===== config.mk =====
export PLATFORM = sky130hd
export DESIGN_NAME = fetch_stage_flat
export DESIGN_NICKNAME = d
export VERILOG_FILES = /design/src/rtl/fetch_if.sv /design/src/rtl/fetch_stage.sv /design/src/flat_wrapper.sv
export SDC_FILE = /design/constraint.sdc
export NUM_CORES = 1
export LEC_CHECK = 0
export ABC_CLOCK_PERIOD_IN_PS = 5200
export BUFFER_PORTS_ARGS = -buffer_cell sky130_fd_sc_hd__buf_2
export CORE_UTILIZATION = 53
export DETAILED_ROUTE_END_ITERATION = 16
export PLACE_DENSITY = 0.83
export RECOVER_POWER = 100
export SETUP_SLACK_MARGIN = 0.02
export SLEW_MARGIN = 20
export SYNTH_ARGS = -nofsm -noshare
export SYNTH_HDL_FRONTEND = slang
export SYNTH_SLANG_ARGS = --single-unit

===== constraint.sdc =====
create_clock -name clk -period 5.2 [get_ports clk]
set_input_delay 0.52 -clock clk [delete_from_list [all_inputs] [get_ports clk]]
set_output_delay 0.52 -clock clk [all_outputs]
set_load 0.01 [all_outputs]

===== src/rtl/fetch_if.sv =====
// fetch_if: fetch-stage signal bundle.
//   master - the fetch stage: drives PCF and the IF/ID outputs,
//            and takes InstrF plus the hazard/decode inputs.
//   slave  - the environment: instruction ROM, hazard unit and control_unit.
interface fetch_if #(
  parameter int ADDR_WIDTH  = 32,
  parameter int INSTR_WIDTH = 32
);
  logic [INSTR_WIDTH-1:0] InstrF;
  logic [ADDR_WIDTH-1:0]  PCF;
  logic                   StallF;
  logic                   StallD;
  logic                   FlushD;
  logic                   BranchTakenE;
  logic [ADDR_WIDTH-1:0]  BranchTargetE;
  logic                   Stuck;
  logic [INSTR_WIDTH-1:0] InstrD;
  logic [5:0]             OpcodeD;
  logic [4:0]             RdD;
  logic [2:0]             FuncD;
  logic [ADDR_WIDTH-1:0]  PCPlus4D;
  logic                   ValidD;
  logic                   Halted;
  logic [31:0]            FetchCount;

  modport master (
    input  InstrF, StallF, StallD, FlushD, BranchTakenE, BranchTargetE, Stuck,
    output PCF, InstrD, OpcodeD, RdD, FuncD, PCPlus4D, ValidD, Halted, FetchCount
  );

  modport slave (
    output InstrF, StallF, StallD, FlushD, BranchTakenE, BranchTargetE, Stuck,
    input  PCF, InstrD, OpcodeD, RdD, FuncD, PCPlus4D, ValidD, Halted, FetchCount
  );
endinterface


===== src/rtl/fetch_stage.sv =====
// fetch_stage: PC register, instruction fetch and IF/ID pipeline register.
//   clk, rst_n : clock (rising edge), asynchronous active-low reset
//   bus        : fetch_if.master
//                in : InstrF, StallF, StallD, FlushD, BranchTakenE, BranchTargetE, Stuck
//                out: PCF, InstrD, OpcodeD, RdD, FuncD, PCPlus4D, ValidD, Halted, FetchCount
// A halt reported by decode (Stuck on a valid D instruction) freezes fetch
// for good; only rst_n leaves the HALT state.
module fetch_stage #(
  parameter int                    ADDR_WIDTH  = 32,
  parameter int                    INSTR_WIDTH = 32,
  parameter logic [ADDR_WIDTH-1:0] RESET_PC    = '0,
  parameter logic [ADDR_WIDTH-1:0] PC_STEP     = ADDR_WIDTH'(4)
) (
  input  logic     clk,
  input  logic     rst_n,
  fetch_if.master  bus
);
  typedef enum logic {S_RUN = 1'b0, S_HALT = 1'b1} state_e;

  state_e                 state_q, state_d;
  logic [ADDR_WIDTH-1:0]  pc_q, pc_d;
  logic [INSTR_WIDTH-1:0] instr_q, instr_d;
  logic [ADDR_WIDTH-1:0]  pcp4_q, pcp4_d;
  logic                   valid_q, valid_d;
  logic [31:0]            cnt_q, cnt_d;
  logic                   halt_go, freeze, halted, load;
  logic [ADDR_WIDTH-1:0]  pc_seq;

  // A taken branch or flush marks the D halt as wrong-path, so it must not halt.
  assign halt_go = (state_q == S_RUN) & valid_q & bus.Stuck
                 & ~bus.BranchTakenE & ~bus.FlushD;
  assign pc_seq  = pc_q + PC_STEP;

  // FSM: state register
  always_ff @(posedge clk or negedge rst_n) begin
    if (!rst_n) state_q <= S_RUN;
    else        state_q <= state_d;
  end

  // FSM: next state
  always_comb begin
    state_d = state_q;
    if (state_q == S_RUN && halt_go) state_d = S_HALT;
  end

  // FSM: outputs
  always_comb begin
    halted = (state_q == S_HALT);
    freeze = (state_q == S_HALT) | halt_go;
  end

  // PC and IF/ID next values
  always_comb begin
    pc_d    = pc_q;
    instr_d = instr_q;
    pcp4_d  = pcp4_q;
    valid_d = valid_q;
    load    = 1'b0;
    if (freeze) begin
      pc_d = pc_q;
    end else if (bus.BranchTakenE) begin
      pc_d = bus.BranchTargetE;
    end else if (!bus.StallF) begin
      pc_d = pc_seq;
    end
    if (freeze || bus.BranchTakenE || bus.FlushD) begin
      instr_d = '0;
      pcp4_d  = '0;
      valid_d = 1'b0;
    end else if (!bus.StallD) begin
      instr_d = bus.InstrF;
      pcp4_d  = pc_seq;
      valid_d = 1'b1;
      load    = 1'b1;
    end
    cnt_d = cnt_q + 32'(load);
  end

  always_ff @(posedge clk or negedge rst_n) begin
    if (!rst_n) begin
      pc_q    <= RESET_PC;
      instr_q <= '0;
      pcp4_q  <= '0;
      valid_q <= 1'b0;
      cnt_q   <= '0;
    end else begin
      pc_q    <= pc_d;
      instr_q <= instr_d;
      pcp4_q  <= pcp4_d;
      valid_q <= valid_d;
      cnt_q   <= cnt_d;
    end
  end

  assign bus.PCF        = pc_q;
  assign bus.InstrD     = instr_q;
  assign bus.OpcodeD    = instr_q[31:26];
  assign bus.RdD        = instr_q[25:21];
  assign bus.FuncD      = instr_q[2:0];
  assign bus.PCPlus4D   = pcp4_q;
  assign bus.ValidD     = valid_q;
  assign bus.Halted     = halted;
  assign bus.FetchCount = cnt_q;
endmodule


===== src/flat_wrapper.sv =====
// flat-port wrapper written by rule: the top's interface ports become plain ports
module fetch_stage_flat 
#(
  parameter int                    ADDR_WIDTH  = 32,
  parameter int                    INSTR_WIDTH = 32,
  parameter logic [ADDR_WIDTH-1:0] RESET_PC    = '0,
  parameter logic [ADDR_WIDTH-1:0] PC_STEP     = ADDR_WIDTH'(4)
)
  (clk, rst_n, bus_InstrF, bus_StallF, bus_StallD, bus_FlushD, bus_BranchTakenE, bus_BranchTargetE, bus_Stuck, bus_PCF, bus_InstrD, bus_OpcodeD, bus_RdD, bus_FuncD, bus_PCPlus4D, bus_ValidD, bus_Halted, bus_FetchCount);
  fetch_if #(.ADDR_WIDTH(ADDR_WIDTH), .INSTR_WIDTH(INSTR_WIDTH)) bus_i ();
  input  logic clk;
  input  logic rst_n;
  input wire logic [$bits(bus_i.InstrF)-1:0] bus_InstrF;
  input wire logic [$bits(bus_i.StallF)-1:0] bus_StallF;
  input wire logic [$bits(bus_i.StallD)-1:0] bus_StallD;
  input wire logic [$bits(bus_i.FlushD)-1:0] bus_FlushD;
  input wire logic [$bits(bus_i.BranchTakenE)-1:0] bus_BranchTakenE;
  input wire logic [$bits(bus_i.BranchTargetE)-1:0] bus_BranchTargetE;
  input wire logic [$bits(bus_i.Stuck)-1:0] bus_Stuck;
  output wire logic [$bits(bus_i.PCF)-1:0] bus_PCF;
  output wire logic [$bits(bus_i.InstrD)-1:0] bus_InstrD;
  output wire logic [$bits(bus_i.OpcodeD)-1:0] bus_OpcodeD;
  output wire logic [$bits(bus_i.RdD)-1:0] bus_RdD;
  output wire logic [$bits(bus_i.FuncD)-1:0] bus_FuncD;
  output wire logic [$bits(bus_i.PCPlus4D)-1:0] bus_PCPlus4D;
  output wire logic [$bits(bus_i.ValidD)-1:0] bus_ValidD;
  output wire logic [$bits(bus_i.Halted)-1:0] bus_Halted;
  output wire logic [$bits(bus_i.FetchCount)-1:0] bus_FetchCount;
  assign bus_i.InstrF = bus_InstrF;
  assign bus_i.StallF = bus_StallF;
  assign bus_i.StallD = bus_StallD;
  assign bus_i.FlushD = bus_FlushD;
  assign bus_i.BranchTakenE = bus_BranchTakenE;
  assign bus_i.BranchTargetE = bus_BranchTargetE;
  assign bus_i.Stuck = bus_Stuck;
  assign bus_PCF = bus_i.PCF;
  assign bus_InstrD = bus_i.InstrD;
  assign bus_OpcodeD = bus_i.OpcodeD;
  assign bus_RdD = bus_i.RdD;
  assign bus_FuncD = bus_i.FuncD;
  assign bus_PCPlus4D = bus_i.PCPlus4D;
  assign bus_ValidD = bus_i.ValidD;
  assign bus_Halted = bus_i.Halted;
  assign bus_FetchCount = bus_i.FetchCount;
  fetch_stage #(.ADDR_WIDTH(ADDR_WIDTH), .INSTR_WIDTH(INSTR_WIDTH), .RESET_PC(RESET_PC), .PC_STEP(PC_STEP)) u_core (.clk(clk), .rst_n(rst_n), .bus(bus_i));
endmodule

# Yosys cells after proc, flatten, opt, wreduce, memory -nomap -nowiden

Index checks and enable logic that the tools add are counted.

Input port bits: 71
Bits in registers: 130
Output and inout port bits: 144

Add/sub/neg operators: 2
Reductions and logical operators: 4
Bitwise logic cells: 9
Muxes and demuxes: 10
Equality and inequality tests: 2

Operator list:

| operator                                                        | count |
|---|---|
| 32-bit 2-to-1 mux                                               | 6 |
| 32-bit by 1-bit adder with 32-bit output                        | 1 |
| 32-bit by 3-bit adder with 32-bit output, second input constant | 1 |
| 1-bit AND                                                       | 4 |
| 1-bit 2-to-1 mux                                                | 4 |
| 2-bit by 1-bit != test with 1-bit output, second input constant | 2 |
| 1-bit inverter                                                  | 4 |
| 1-bit logical OR                                                | 2 |
| 2-bit AND reduction                                             | 1 |
| 1-bit logical AND                                               | 1 |
| 1-bit bitwise OR                                                | 1 |

# Logic depth before layout (Yosys ltp)

Gate-level depths: netlist of run 1.

Depth in word-level cells: 10
Depth in mapped cells: 15

# Worst setup path before layout of run 1

Ideal clock, no wire load.

Kind: register -> register
Start: register u_core.state_q, in the netlist u_core.bus.Halted
End: register u_core.cnt_q[20], in the netlist u_core.bus.FetchCount[20]
Arrival time: 2981 ps
Stages on the path, launching flop included: 15
Required time: 5075 ps
Setup time: 125 ps
Buffers on the path: 3
Setup slack: 2094 ps
Cells stage by stage: dfrtp_1 > clkbuf_1 > or2_2 > clkbuf_1 > a21oi_1 > nand2_1 > clkbuf_1 > nor2_1 > ha_1 > ha_1 > nand3_1 > nor2_1 > nand3_1 > or3_1 > xnor2_1

Word-level cells in the longest chain between the ends: 10

RTL lines:

| element                                      | line              | text |
|---|---|---|
| start, declared                              | fetch_stage.sv:20 | `state_e state_q, state_d;` |
| start signal, assigned                       | fetch_stage.sv:37 | `else state_q <= state_d;` |
| 1-bit inverter                               | fetch_stage.sv:30 | `assign halt_go = (state_q == S_RUN) & valid_q & bus.Stuck` |
| 1-bit AND (2 in series)                      | fetch_stage.sv:30 |  |
| 1-bit AND (2 in series)                      | fetch_stage.sv:31 | `& ~bus.BranchTakenE & ~bus.FlushD;` |
| 1-bit bitwise OR (*)                         | fetch_stage.sv:49 | `freeze = (state_q == S_HALT) \| halt_go;` |
| 1-bit logical OR (*) (2 in series)           | fetch_stage.sv:66 | `if (freeze \|\| bus.BranchTakenE \|\| bus.FlushD) begin` |
| 1-bit 2-to-1 mux (*)                         | fetch_stage.sv:66 |  |
| 32-bit by 1-bit adder with 32-bit output (*) | fetch_stage.sv:76 | `cnt_d = cnt_q + 32'(load);` |
| named net u_core.cnt_d[20]                   | fetch_stage.sv:25 | `logic [31:0] cnt_q, cnt_d;` |
| end signal, assigned                         | fetch_stage.sv:91 | `cnt_q <= cnt_d;` |
| end, declared                                | fetch_stage.sv:25 |  |

Mark *: on every way through the listed nets, which the timed path passes. The rest lies on a longest branch.
A chain may end at the register's enable or synchronous reset.

# Worst setup path in the final report of run 1

Start: input port bus_BranchTakenE
End: register u_core.instr_q[11], in the netlist u_core.bus.InstrD[11]

Word-level cells in the longest chain between the ends: 7
Elaborated cells between the ends (all ways): 8
Classes of those cells: 1 x eq/ne; 1 x mux; 4 x bitwise; 2 x reduce/logical

RTL lines:

| element                                                                                        | line               | text |
|---|---|---|
| start, declared                                                                                | flat_wrapper.sv:17 | `input wire logic [$bits(bus_i.BranchTakenE)-1:0] bus_BranchTakenE;` |
| 1-bit inverter                                                                                 | fetch_stage.sv:31  |  |
| 1-bit AND (2 in series)                                                                        | fetch_stage.sv:31  |  |
| 1-bit bitwise OR                                                                               | fetch_stage.sv:49  |  |
| 1-bit logical OR (*) (2 in series)                                                             | fetch_stage.sv:66  |  |
| 2-bit by 1-bit != test with 1-bit output (no source line) or 32-bit 2-to-1 mux (tied branches) | --                 |  |
| end signal, assigned                                                                           | fetch_stage.sv:88  | `instr_q <= instr_d;` |
| end, declared                                                                                  | fetch_stage.sv:22  | `logic [INSTR_WIDTH-1:0] instr_q, instr_d;` |

Mark *: on every way between the ends. The rest lies on a longest branch, timed or not.

==> results.py, run 1 <==
metrics = {
    "status": {
        "status": "finished with violations",
        "violations": "max-capacitance violations, max-slew violations",
    },
    "layout": {
        "regArea_um2": 3250,
        "final_cell_mix": "148 x clkbuf_1, 130 x dfrtp_1, 85 x nor2_1, 69 x buf_2, 43 x a21oi_1",
        "final_util_pct": 67.8,
        "drive_gt1_share_pct": 13.5,
        "finalNetCount": 918,
        "multi_input_area_um2": 2860,
        "final_cells": 1000,
        "fillers": 1015,
        "mostFrequentLayoutCell": "clkbuf_1",
        "diodes": 0,
        "area.growth.synth_to_final_pct": 22.4,
        "stdcell_area_um2": 7900,
    },
    "sta": {
        "rsz0062_at_grt": "false",
        "fin_setup_tns_ns": 0,
        "hold_viol_final": 0,
        "slew_headroom_pct": -31.3,
        "slew_viol_final": 46,
        "max_freq_mhz": 273,
        "setup_viol": 0,
        "max_slew.worst_pin.slew_ns": 1.97,
        "setup_ws_ns": 1.53,
        "fin_crit_sh_pct": 70.5,
        "finalCriticalPeriod_ns": 3.67,
        "hold_ws_ns": 0.0656,
        "finClkSkew_ns": 0.00816,
    },
    "placement": {
        "placedCellCount": 968,
        "place_worst_setup_slack_ns": 1.86,
        "placed_cell_area_um2": 7490,
        "place.gp.congestion": 0.825,
        "hpwlAfterDp_mm": 11.7,
        "io_buffers": 214,
    },
    "clocking": {
        "insertion_delay_ns": 0.43,
        "path_clk_slew_ns": 0.06,
        "cts_buffer_depth": 2,
        "cts_tree": "built",
        "postCtsSetupBuffers": 0,
        "clkSinkCount": 130,
        "holdBufCountCts": 0,
        "cts_made_buffers": 17,
        "cts_resized": 0,
        "root_buffer": "clkbuf_16",
        "h-tree-depth": 4,
    },
    "power": {
        "p_seq_share_pct": 40.8,
        "pwr-share-clk_pct": 37.4,
        "p_sw_share_pct": 33.9,
        "pwr-share-comb_pct": 21.8,
        "power_density_nw_per_um2": 431,
        "internal_power_mw": 2.25,
        "vdd_drop_max_uv": 276,
        "switching_power_mw": 1.15,
        "p_leak_nw": 3.54,
        "p_total_mw": 3.41,
    },
    "global_routing": {
        "gr-total-overflow": 0,
        "grt_max_degree": 68,
        "antenna_found_initial": 0,
        "grt_pass1_wl_mm": 26.9,
        "grt_pass1_vias": 5235,
        "grt_usage_pct": 27.8,
    },
    "flow_run": {
        "maxCapViolCount": 1,
    },
    "route": {
        "drt-pass1-iter-count": 5,
        "drtAntennaViolNets": 0,
        "drt-total-wl_mm": 17.1,
        "routed_via_density": 5.72,
        "wl_per_cell_um": 17.1,
        "drt_first_iter_violations": 485,
        "via_count": 5715,
        "drc_errors": 0,
    },
    "die": {
        "initial_utilization_pct": 55.4,
        "die_area_um2": 12600,
        "core_um2": 11700,
        "placementRows": 39,
        "io_pins": 215,
        "die_w_um": 112,
        "die_h_um": 112,
    },
    "worst_setup_path": {
        "worst-setup-path-type": "primary input to flop",
        "critical-path-max-stage-delay_ns": 1.41,
        "crit_path_frequent_cell": "clkbuf_1",
        "required_ns": 5.42,
        "crit_path_end_kind": "flop",
        "crit_slowest_cell": "clkbuf_1",
        "crit_chain": "clkbuf_1, or2_0, a21oi_1, nand2_1, clkbuf_1, nor2_1",
        "critical_path_arrival_ns": 3.89,
        "worst-path-max-fanout": 45,
        "setup.worst_path.start_class": "primary input",
    },
    "synthesis": {
        "synth.distinct_cells": 55,
        "syn_area_um2": 6460,
        "synth_cells": 661,
        "synth_seq_cells": 130,
        "yosys_most_used_dff": "dfrtp_1",
        "synth.net_count": 735,
        "synth_seq_area_share_pct": 50.4,
        "synth_edf_count": 0,
        "syn_avg_cell_area_um2": 9.77,
        "synthArstFlopShare_pct": 100,
        "yosysWarningCount": 0,
    },
    "hold_path": {
        "hold_class": "primary input to async pin",
    },
}
[synth_stat cells (2+ instances only)]
| cell type | n | share of area, % |
|---|---|---|
| a21oi_1 | 42 | 3.3 |
| nand4_2 | 2 | 0.39 |
| mux2i_1 | 40 | 6.2 |
| nand3_1 | 37 | 2.9 |
| ha_1 | 3 | 0.58 |
| dfrtp_1 | 130 | 50 |
| a21o_1 | 2 | 0.23 |
| a22oi_1 | 11 | 1.3 |
| nor2_1 | 85 | 4.9 |
| o21ai_0 | 33 | 2.6 |
| buf_2 | 5 | 0.39 |
| or2_2 | 3 | 0.29 |
| nand4_1 | 16 | 1.5 |
| inv_1 | 12 | 0.70 |
| o311ai_0 | 5 | 0.68 |
| clkbuf_1 | 32 | 1.9 |
| buf_1 | 2 | 0.12 |
| and3_1 | 14 | 1.4 |
| nor4_1 | 4 | 0.39 |
| nand2b_1 | 4 | 0.39 |
| xnor2_1 | 36 | 4.9 |
| a31o_2 | 2 | 0.27 |
| a31oi_1 | 3 | 0.29 |
| nor4_2 | 2 | 0.39 |
| xor2_1 | 21 | 2.8 |
| nand2_1 | 42 | 2.4 |
| or3_1 | 3 | 0.29 |
| and4_1 | 4 | 0.54 |
| o211ai_1 | 2 | 0.23 |
| nor2b_1 | 4 | 0.39 |
| o41ai_1 | 2 | 0.27 |
| buf_4 | 14 | 1.6 |
| o22ai_1 | 7 | 0.68 |
| o22a_1 | 4 | 0.54 |
| nor3_1 | 9 | 0.70 |
| clkbuf_2 | 3 | 0.23 |
| o21a_1 | 3 | 0.35 |
[power by group through the flow]
stage	registers (mW)	clock network, mW	logic (mW)
floorplan	1.38	0	0.473
global placement	1.39	0	0.762
detailed placement	1.39	0	0.778
CTS	1.38	1.29	0.787
global route	1.41	1.33	0.820
finish	1.39	1.27	0.744
[final cells by class]
class | instances | area share [%]
well taps | 143 | 2.26
clock buffers | 17 | 5.38
inverters | 12 | 0.570
repair buffers | 221 | 11.8
clock inverters | 15 | 2.63
flip-flops and latches | 130 | 41.2
multi-input cells | 462 | 36.2
[worst max-delay path, delay by kind of cell]
family	cells	cell delay (ns)
buffers and inverters	2	2.18
and+or+nand+nor	3	1.08
AOI/OAI and AO/OA	1	0.08
[logic make-up after synthesis]
logic type / share of synthesized area (%)
adder cells (fa/ha/maj): 0.581
AND/OR/NAND/NOR: 18.0
AO/OA/AOI/OAI: 12.0
XOR/XNOR: 7.73
multiplexers: 6.20
buffers and inverters: 5.09
flip-flops: 50.4
[layer usage]
metal  global-route usage, %  part of all wire, %  routed length, um  vias to the layer above
li1                        -                    -                  -                     2687
met1                    36.9                   44               7580                     2770
met2                    44.4                   48               8210                      232
met3                    7.40                  6.2               1070                       26
met4                    9.24                  1.5                264                        0
met5                       0                    0                  0                        -
[sequential cells by signal, indices dropped and copies added, names as in the netlist]
| name | cells |
|---|---|
| u_core.bus.InstrD | 32 |
| u_core.bus.FetchCount | 32 |
| u_core.bus.Halted | 1 |
| u_core.bus.ValidD | 1 |
| u_core.bus.PCPlus4D | 32 |
| u_core.bus.PCF | 32 |
[path summary, 6_finish.rpt]
kind,from,end,slack (ns),depth (start not counted)
max in group asynchronous,rst_n,u_core.bus.PCF[31],3.87,2
worst max-delay path,bus_BranchTakenE,u_core.bus.InstrD[11],1.53,6
min in group clk,bus_BranchTargetE[1],u_core.bus.PCF[1],0.29,3
worst min register to register,u_core.bus.FetchCount[31],u_core.bus.FetchCount[31],0.47,1
worst min-delay path,rst_n,u_core.bus.FetchCount[16],0.07,1
worst max register to register,u_core.bus.Halted,u_core.bus.FetchCount[20],2.14,11
(Power assumes the default switching activity.)
==> run 2: changes to the inputs <==
ABC_CLOCK_PERIOD_IN_PS = 3500   (was 5200)
CORE_UTILIZATION = 51   (was 53)
PLACE_DENSITY = 0.81   (was 0.83)
clock period = 3.5 ns   (was 5.2 ns; I/O delays follow)
==> run 2 against run 1 <==
Sequential power is 48% higher. Register-to-register slack got worse by 1.5 ns. Via count shrank 0.84%. Worst setup slack lost 0.93 ns. Largest power group unchanged. Non-clock buffer count rose by 4. Sequential share of layout area is 0.12 points higher. Die area grew 3.9%. Final cell count is 2.7% higher. Largest cell class unchanged. Global-route usage shrank 0.94 points. Critical path depth rose by 5. The run still ends with max-capacitance violations, max-slew violations left.
==> results.py, run 2 (same netlist as run 1, synthesis figures left out) <==
metrics = {
    "global_routing": {
        "grt_pass1_wl_mm": 26.8,
        "grt_max_degree": 71,
        "antenna_found_initial": 0,
        "grt_pass1_vias": 5149,
        "grt_usage_pct": 26.8,
        "gr-total-overflow": 0,
    },
    "placement": {
        "place.gp.congestion": 0.890,
        "placed_cell_area_um2": 7550,
        "io_buffers": 214,
        "hpwlAfterDp_mm": 12.1,
    },
    "clocking": {
        "cts_buffer_depth": 2,
        "cts_made_buffers": 17,
        "h-tree-depth": 4,
        "clkSinkCount": 130,
        "cts_tree": "built",
        "root_buffer": "clkbuf_16",
        "insertion_delay_ns": 0.41,
        "path_clk_slew_ns": 0.06,
    },
    "route": {
        "drtAntennaViolNets": 0,
        "drt_first_iter_violations": 599,
        "drc_errors": 0,
        "wl_per_cell_um": 16.9,
        "drt-pass1-iter-count": 5,
        "routed_via_density": 5.52,
        "via_count": 5667,
        "drt-total-wl_mm": 17.3,
    },
    "power": {
        "vdd_drop_max_uv": 427,
        "power_density_nw_per_um2": 619,
        "p_total_mw": 4.88,
        "p_leak_nw": 3.53,
    },
    "hold_path": {
        "hold_class": "primary input to flop",
    },
    "worst_setup_path": {
        "setup.worst_path.start_class": "flop",
        "crit_slowest_cell": "or2_2",
        "critical-path-max-stage-delay_ns": 0.46,
        "worst-path-max-fanout": 16,
        "critical_path_arrival_ns": 3.19,
        "crit_path_end_kind": "flop",
        "crit_chain": "or2_2, a21oi_1, nand2_1, nor2_1, ha_1, ha_1, nand3_1, nor2_1, nand3_1, or3_1, xnor2_1",
        "required_ns": 3.80,
        "worst-setup-path-type": "flop to flop",
    },
    "sta": {
        "finalCriticalPeriod_ns": 2.89,
        "slew_headroom_pct": -32.5,
        "finClkSkew_ns": 0.00534,
        "fin_setup_tns_ns": 0,
        "rsz0062_at_grt": "false",
        "max_freq_mhz": 346,
        "hold_viol_final": 0,
        "setup_viol": 0,
        "slew_viol_final": 108,
        "fin_crit_sh_pct": 82.7,
        "max_slew.worst_pin.slew_ns": 1.99,
    },
    "layout": {
        "fillers": 1084,
        "diodes": 0,
        "regArea_um2": 3250,
        "stdcell_area_um2": 7880,
        "area.growth.synth_to_final_pct": 22.0,
        "final_cell_mix": "155 x clkbuf_1, 130 x dfrtp_1, 85 x nor2_1, 69 x buf_2",
        "drive_gt1_share_pct": 12.9,
        "finalNetCount": 922,
        "multi_input_area_um2": 2860,
        "mostFrequentLayoutCell": "clkbuf_1",
    },
    "die": {
        "core_um2": 12200,
        "io_pins": 215,
        "initial_utilization_pct": 53.1,
        "die_w_um": 115,
        "die_h_um": 115,
        "die_area_um2": 13100,
        "placementRows": 40,
    },
    "status": {
        "status": "finished with violations",
        "violations": "max-capacitance violations, max-slew violations",
    },
    "flow_run": {
        "maxCapViolCount": 2,
    },
}
[run 2: cell count changes in the layout (fill, tap and decap cells not counted), sizes merged]
cell         delta
bufinv          -2
clkinvlp        -3
dlygate4sd3     +1
buf             -1
clkbuf         +12
inv             -3
clkinv          -2
[run 2: layout make-up]
class                      instances  share of cell area, %
sequential                       130                   41.3
clock inverter                     5                  0.984
clock buffer                      25                   6.16
multi-input combinational        462                   36.2
tap                              168                   2.67
timing repair buffer             225                   12.1
inverter                          12                  0.572
[run 2: routing by layer]
| layer | wire (um) | GRT usage [%] | up-vias |
|---|---|---|---|
| met5 | 0 | 0 | - |
| met4 | 298 | 10.5 | 0 |
| met3 | 1140 | 6.83 | 27 |
| met2 | 8120 | 40.6 | 203 |
| met1 | 7760 | 37.1 | 2750 |
| li1 | - | - | 2687 |
[run 2: final timing paths]
path                                                 from                        end  slack, ns  depth (start not counted)
worst min-delay path                 bus_BranchTargetE[1]          u_core.bus.PCF[1]       0.14                          3
worst max-delay path                    u_core.bus.Halted  u_core.bus.FetchCount[20]       0.61                         11
worst max register to register          u_core.bus.Halted  u_core.bus.FetchCount[20]       0.61                         11
worst min register to register  u_core.bus.FetchCount[31]  u_core.bus.FetchCount[31]       0.47                          1
min in group asynchronous                           rst_n    u_core.bus.PCPlus4D[18]       0.88                          2
max in group asynchronous                           rst_n      u_core.bus.InstrD[11]       0.83                          3
[run 2: critical path, delay by kind of cell, from the launching register on]
kind | cells | cell delay, ns
compound gates | 1 | 0.17
xor+xnor | 1 | 0.13
fa+ha+maj | 2 | 0.38
flops | 1 | 0.37
simple gates | 7 | 1.71
[run 2: timing repair]
action | CTS | global route
gates resized for setup | 0 | 0
buffers inserted | 0 | 0
hold buffers | 1 | 0
endpoints found under the setup margin | 0 | 0
endpoints found under the hold margin | 60 | 0
[run 2: metrics by stage]
step	instances	hold WS [ns]	utilization (%)	setup WS, ns
4_1_cts	1027	0.126	66.8	0.624
2_1_floorplan	661	0.0544	-	0.394
3_3_place_gp	996	0.370	62.1	0.632
6_report	1027	0.138	64.8	0.606
5_1_grt	1027	0.151	64.8	0.394
3_5_place_dp	996	0.372	62.1	0.563
[run 2: power breakdown]
| group | internal [mW] | leakage, nW | switching (mW) | total [mW] |
|---|---|---|---|---|
| Clock | 1.09 | 0.273 | 0.602 | 1.70 |
| Combinational | 0.438 | 1.54 | 0.691 | 1.13 |
| Sequential | 1.71 | 1.72 | 0.348 | 2.06 |
==> run 3: changes to the inputs <==
ABC_AREA = 1   (was unset)
ABC_CLOCK_PERIOD_IN_PS = 2800   (was 3500)
PLACE_DENSITY = 0.8   (was 0.81)
clock period = 2.8 ns   (was 3.5 ns; I/O delays follow)
==> run 3 against run 2 <==
The run still ends with max-capacitance violations, max-slew violations left. Critical path depth rose by 5. Synthesized cell count rose by 29%. Power fell by 14%. Clock skew rose by 0.0046 ns. Flip-flop and latch count did not move. First-iteration DRC count fell by 10%. Utilization fell by 1.4 points. Register-to-register slack got worse by 0.08 ns. Clock power rose by 28%. Worst setup slack got worse by 0.14 ns. Via count rose by 9.0%.
==> results.py, run 3 <==
metrics = {
    "status": {
        "status": "finished with violations",
        "violations": "max-capacitance violations, max-slew violations",
    },
    "route": {
        "via_count": 6175,
        "routed_via_density": 4.98,
        "drt-pass1-iter-count": 5,
        "drt-total-wl_mm": 17.3,
        "wl_per_cell_um": 13.9,
        "drc_errors": 0,
        "drt_first_iter_violations": 538,
        "drtAntennaViolNets": 0,
    },
    "worst_setup_path": {
        "ff2ff_path_depth": 14,
        "critical_path_arrival_ns": 2.66,
        "ff2ff_setup_slack_ns": 0.53,
        "critical-path-max-stage-delay_ns": 0.38,
        "required_ns": 3.12,
        "timing.rr.start": "u_core.bus.ValidD",
        "crit_path_frequent_cell": "nand3_1",
        "timing.rr.end": "u_core.bus.FetchCount[18]",
        "worst-setup-path-type": "primary input to flop",
        "worst-path-max-fanout": 9,
        "crit_chain": "clkbuf_1, nor2_1, nand3_1, nand2_1, inv_4, nand2_4, nor2_4, ha_1, ha_1, nand3_1, inv_1, nand2_1, inv_1, nand3_1, nor2_1, xor2_1",
        "crit_path_end_kind": "flop",
        "crit_slowest_cell": "clkbuf_1",
        "setup.worst_path.start_class": "primary input",
    },
    "global_routing": {
        "grt_usage_pct": 27.1,
        "grt_pass1_vias": 5661,
        "grt_pass1_wl_mm": 27.9,
        "gr-total-overflow": 0,
        "grt_max_degree": 70,
        "antenna_found_initial": 0,
    },
    "sta": {
        "fin_crit_sh_pct": 83.4,
        "hold_viol_final": 0,
        "fin_setup_tns_ns": 0,
        "max_slew.worst_pin.slew_ns": 1.65,
        "finalCriticalPeriod_ns": 2.34,
        "rsz0062_at_grt": "false",
        "setup_viol": 0,
        "max_freq_mhz": 428,
        "slew_viol_final": 32,
        "finClkSkew_ns": 0.00992,
        "slew_headroom_pct": -10.2,
    },
    "placement": {
        "io_buffers": 214,
        "hpwlAfterDp_mm": 12.3,
        "place.gp.congestion": 0.926,
    },
    "die": {
        "placementRows": 41,
        "io_pins": 215,
        "die_w_um": 116,
        "die_area_um2": 13400,
        "die_h_um": 116,
        "initial_utilization_pct": 52.2,
        "core_um2": 12600,
    },
    "clocking": {
        "cts_resized": 0,
        "holdBufCountCts": 1,
        "postCtsSetupBuffers": 0,
        "path_clk_slew_ns": 0.05,
        "clkSinkCount": 130,
        "cts_buffer_depth": 2,
        "cts_tree": "built",
        "root_buffer": "clkbuf_16",
        "h-tree-depth": 4,
        "insertion_delay_ns": 0.41,
        "cts_made_buffers": 17,
    },
    "layout": {
        "fillers": 1224,
        "finalNetCount": 1128,
        "multi_input_area_um2": 2830,
        "mostFrequentLayoutCell": "nand2_1",
        "area.growth.synth_to_final_pct": 21.4,
        "regArea_um2": 3250,
        "final_cell_mix": "382 x nand2_1, 147 x clkbuf_1, 130 x dfrtp_1, 116 x nor2_1, 68 x buf_2",
        "drive_gt1_share_pct": 10.3,
        "diodes": 0,
    },
    "synthesis": {
        "synthTopCellsByArea": "dfrtp_1 49%, nand2_1 22%, nor2_1 6.5%, xor2_1 2.8%, o21ai_0 2.7%",
        "syn_area_um2": 6590,
        "yosys_most_used_dff": "dfrtp_1",
        "synth_seq_area_share_pct": 49.4,
        "synth_seq_cells": 130,
        "synth_cells": 852,
        "synth.distinct_cells": 33,
        "yosys.area.top_type": "dfrtp_1",
        "synth.net_count": 926,
        "yosysTopAreaCellShare_pct": 49.4,
        "synth_edf_count": 0,
        "synthArstFlopShare_pct": 100,
        "syn_avg_cell_area_um2": 7.73,
        "yosysWarningCount": 0,
        "synth_common_cells": "380 x nand2_1, 130 x dfrtp_1, 114 x nor2_1, 39 x inv_1, 35 x o21ai_0",
        "yosysMostFrequentCell": "nand2_1",
    },
    "power": {
        "p_leak_nw": 4.09,
        "p_total_mw": 4.18,
        "vdd_drop_max_uv": 434,
        "power_density_nw_per_um2": 523,
    },
    "hold_path": {
        "hp-start": "bus_InstrF[4]",
        "hold_class": "primary input to flop",
        "holdPathStages": 3,
        "hold_end": "u_core.bus.InstrD[4]",
    },
    "flow_run": {
        "maxCapViolCount": 1,
    },
}
run 3: cell count changes after synthesis, moves of 12 or more:
cell,delta
clkbuf_1,-31
inv_1,+27
nand4_1,-12
mux2i_1,-40
and3_1,-13
nand2_1,+338
nor2_1,+29
a21oi_1,-41
nand3_1,-12
xnor2_1,-18
run 3: area by class of cell:
class                      count  share of cell area [%]
clock inverter                10                    1.33
clock buffer                  22                    6.05
inverter                      42                    2.00
tap                          172                    2.69
timing repair buffer         220                    11.9
sequential                   130                    40.7
multi-input combinational    643                    35.4
run 3: logic make-up after synthesis:
| group | Yosys count | synth area share (%) |
|---|---|---|
| AO/OA/AOI/OAI | 45 | 3.63 |
| XOR/XNOR | 39 | 5.18 |
| AND/OR/NAND/NOR | 556 | 34.3 |
| buffers and inverters | 79 | 6.95 |
| adder cells (fa/ha/maj) | 3 | 0.570 |
| flip-flops | 130 | 49.4 |
run 3: report_power, final:
| part | switching [mW] | internal (mW) |
|---|---|---|
| clock | 0.780 | 1.40 |
| combinational | 0.0775 | 0.0471 |
| sequential | 0 | 1.88 |
| total | 0.858 | 3.32 |
run 3: how the worst max path moves through the flow:
stage	depth (start not counted)	to	start
2_1_floorplan	18	u_core.bus.FetchCount[18]	bus_BranchTakenE
4_1_cts	14	u_core.bus.FetchCount[18]	u_core.bus.ValidD
6_report	16	u_core.bus.FetchCount[18]	bus_BranchTakenE
5_1_grt	3	u_core.bus.PCPlus4D[26]	rst_n
3_3_place_gp	16	u_core.bus.FetchCount[18]	bus_BranchTakenE
3_5_place_dp	15	u_core.bus.FetchCount[30]	bus_BranchTakenE
run 3: critical path, delay by kind of cell:
| family | cells | cell delay, ns |
|---|---|---|
| and+or+nand+nor | 9 | 1.07 |
| buffers and inverters | 4 | 0.70 |
| adders and majority gates | 2 | 0.44 |
| xor gates and xnor gates | 1 | 0.17 |
run 3: stage by stage:
stage	std cells	cell area [um^2]	util, %	setup slack, ns	hold WS, ns
finish	1239	8000	63.4	0.464	0.0685
global route	1239	8000	63.4	0.206	0.0606
detailed placement	1206	7640	60.6	0.443	0.239
CTS	1239	8240	65.3	0.594	0.0519
floorplan	852	6590	-	0.527	-0.0156
global placement	1206	7640	60.6	0.564	0.240
run 3: layer usage:
layer	up-vias	part of all wire, %	track usage (%)
li1	3035	-	-
met1	2872	44	36.0
met2	245	48	43.7
met3	23	6.5	6.85
met4	0	1.5	8.46
met5	-	0	0
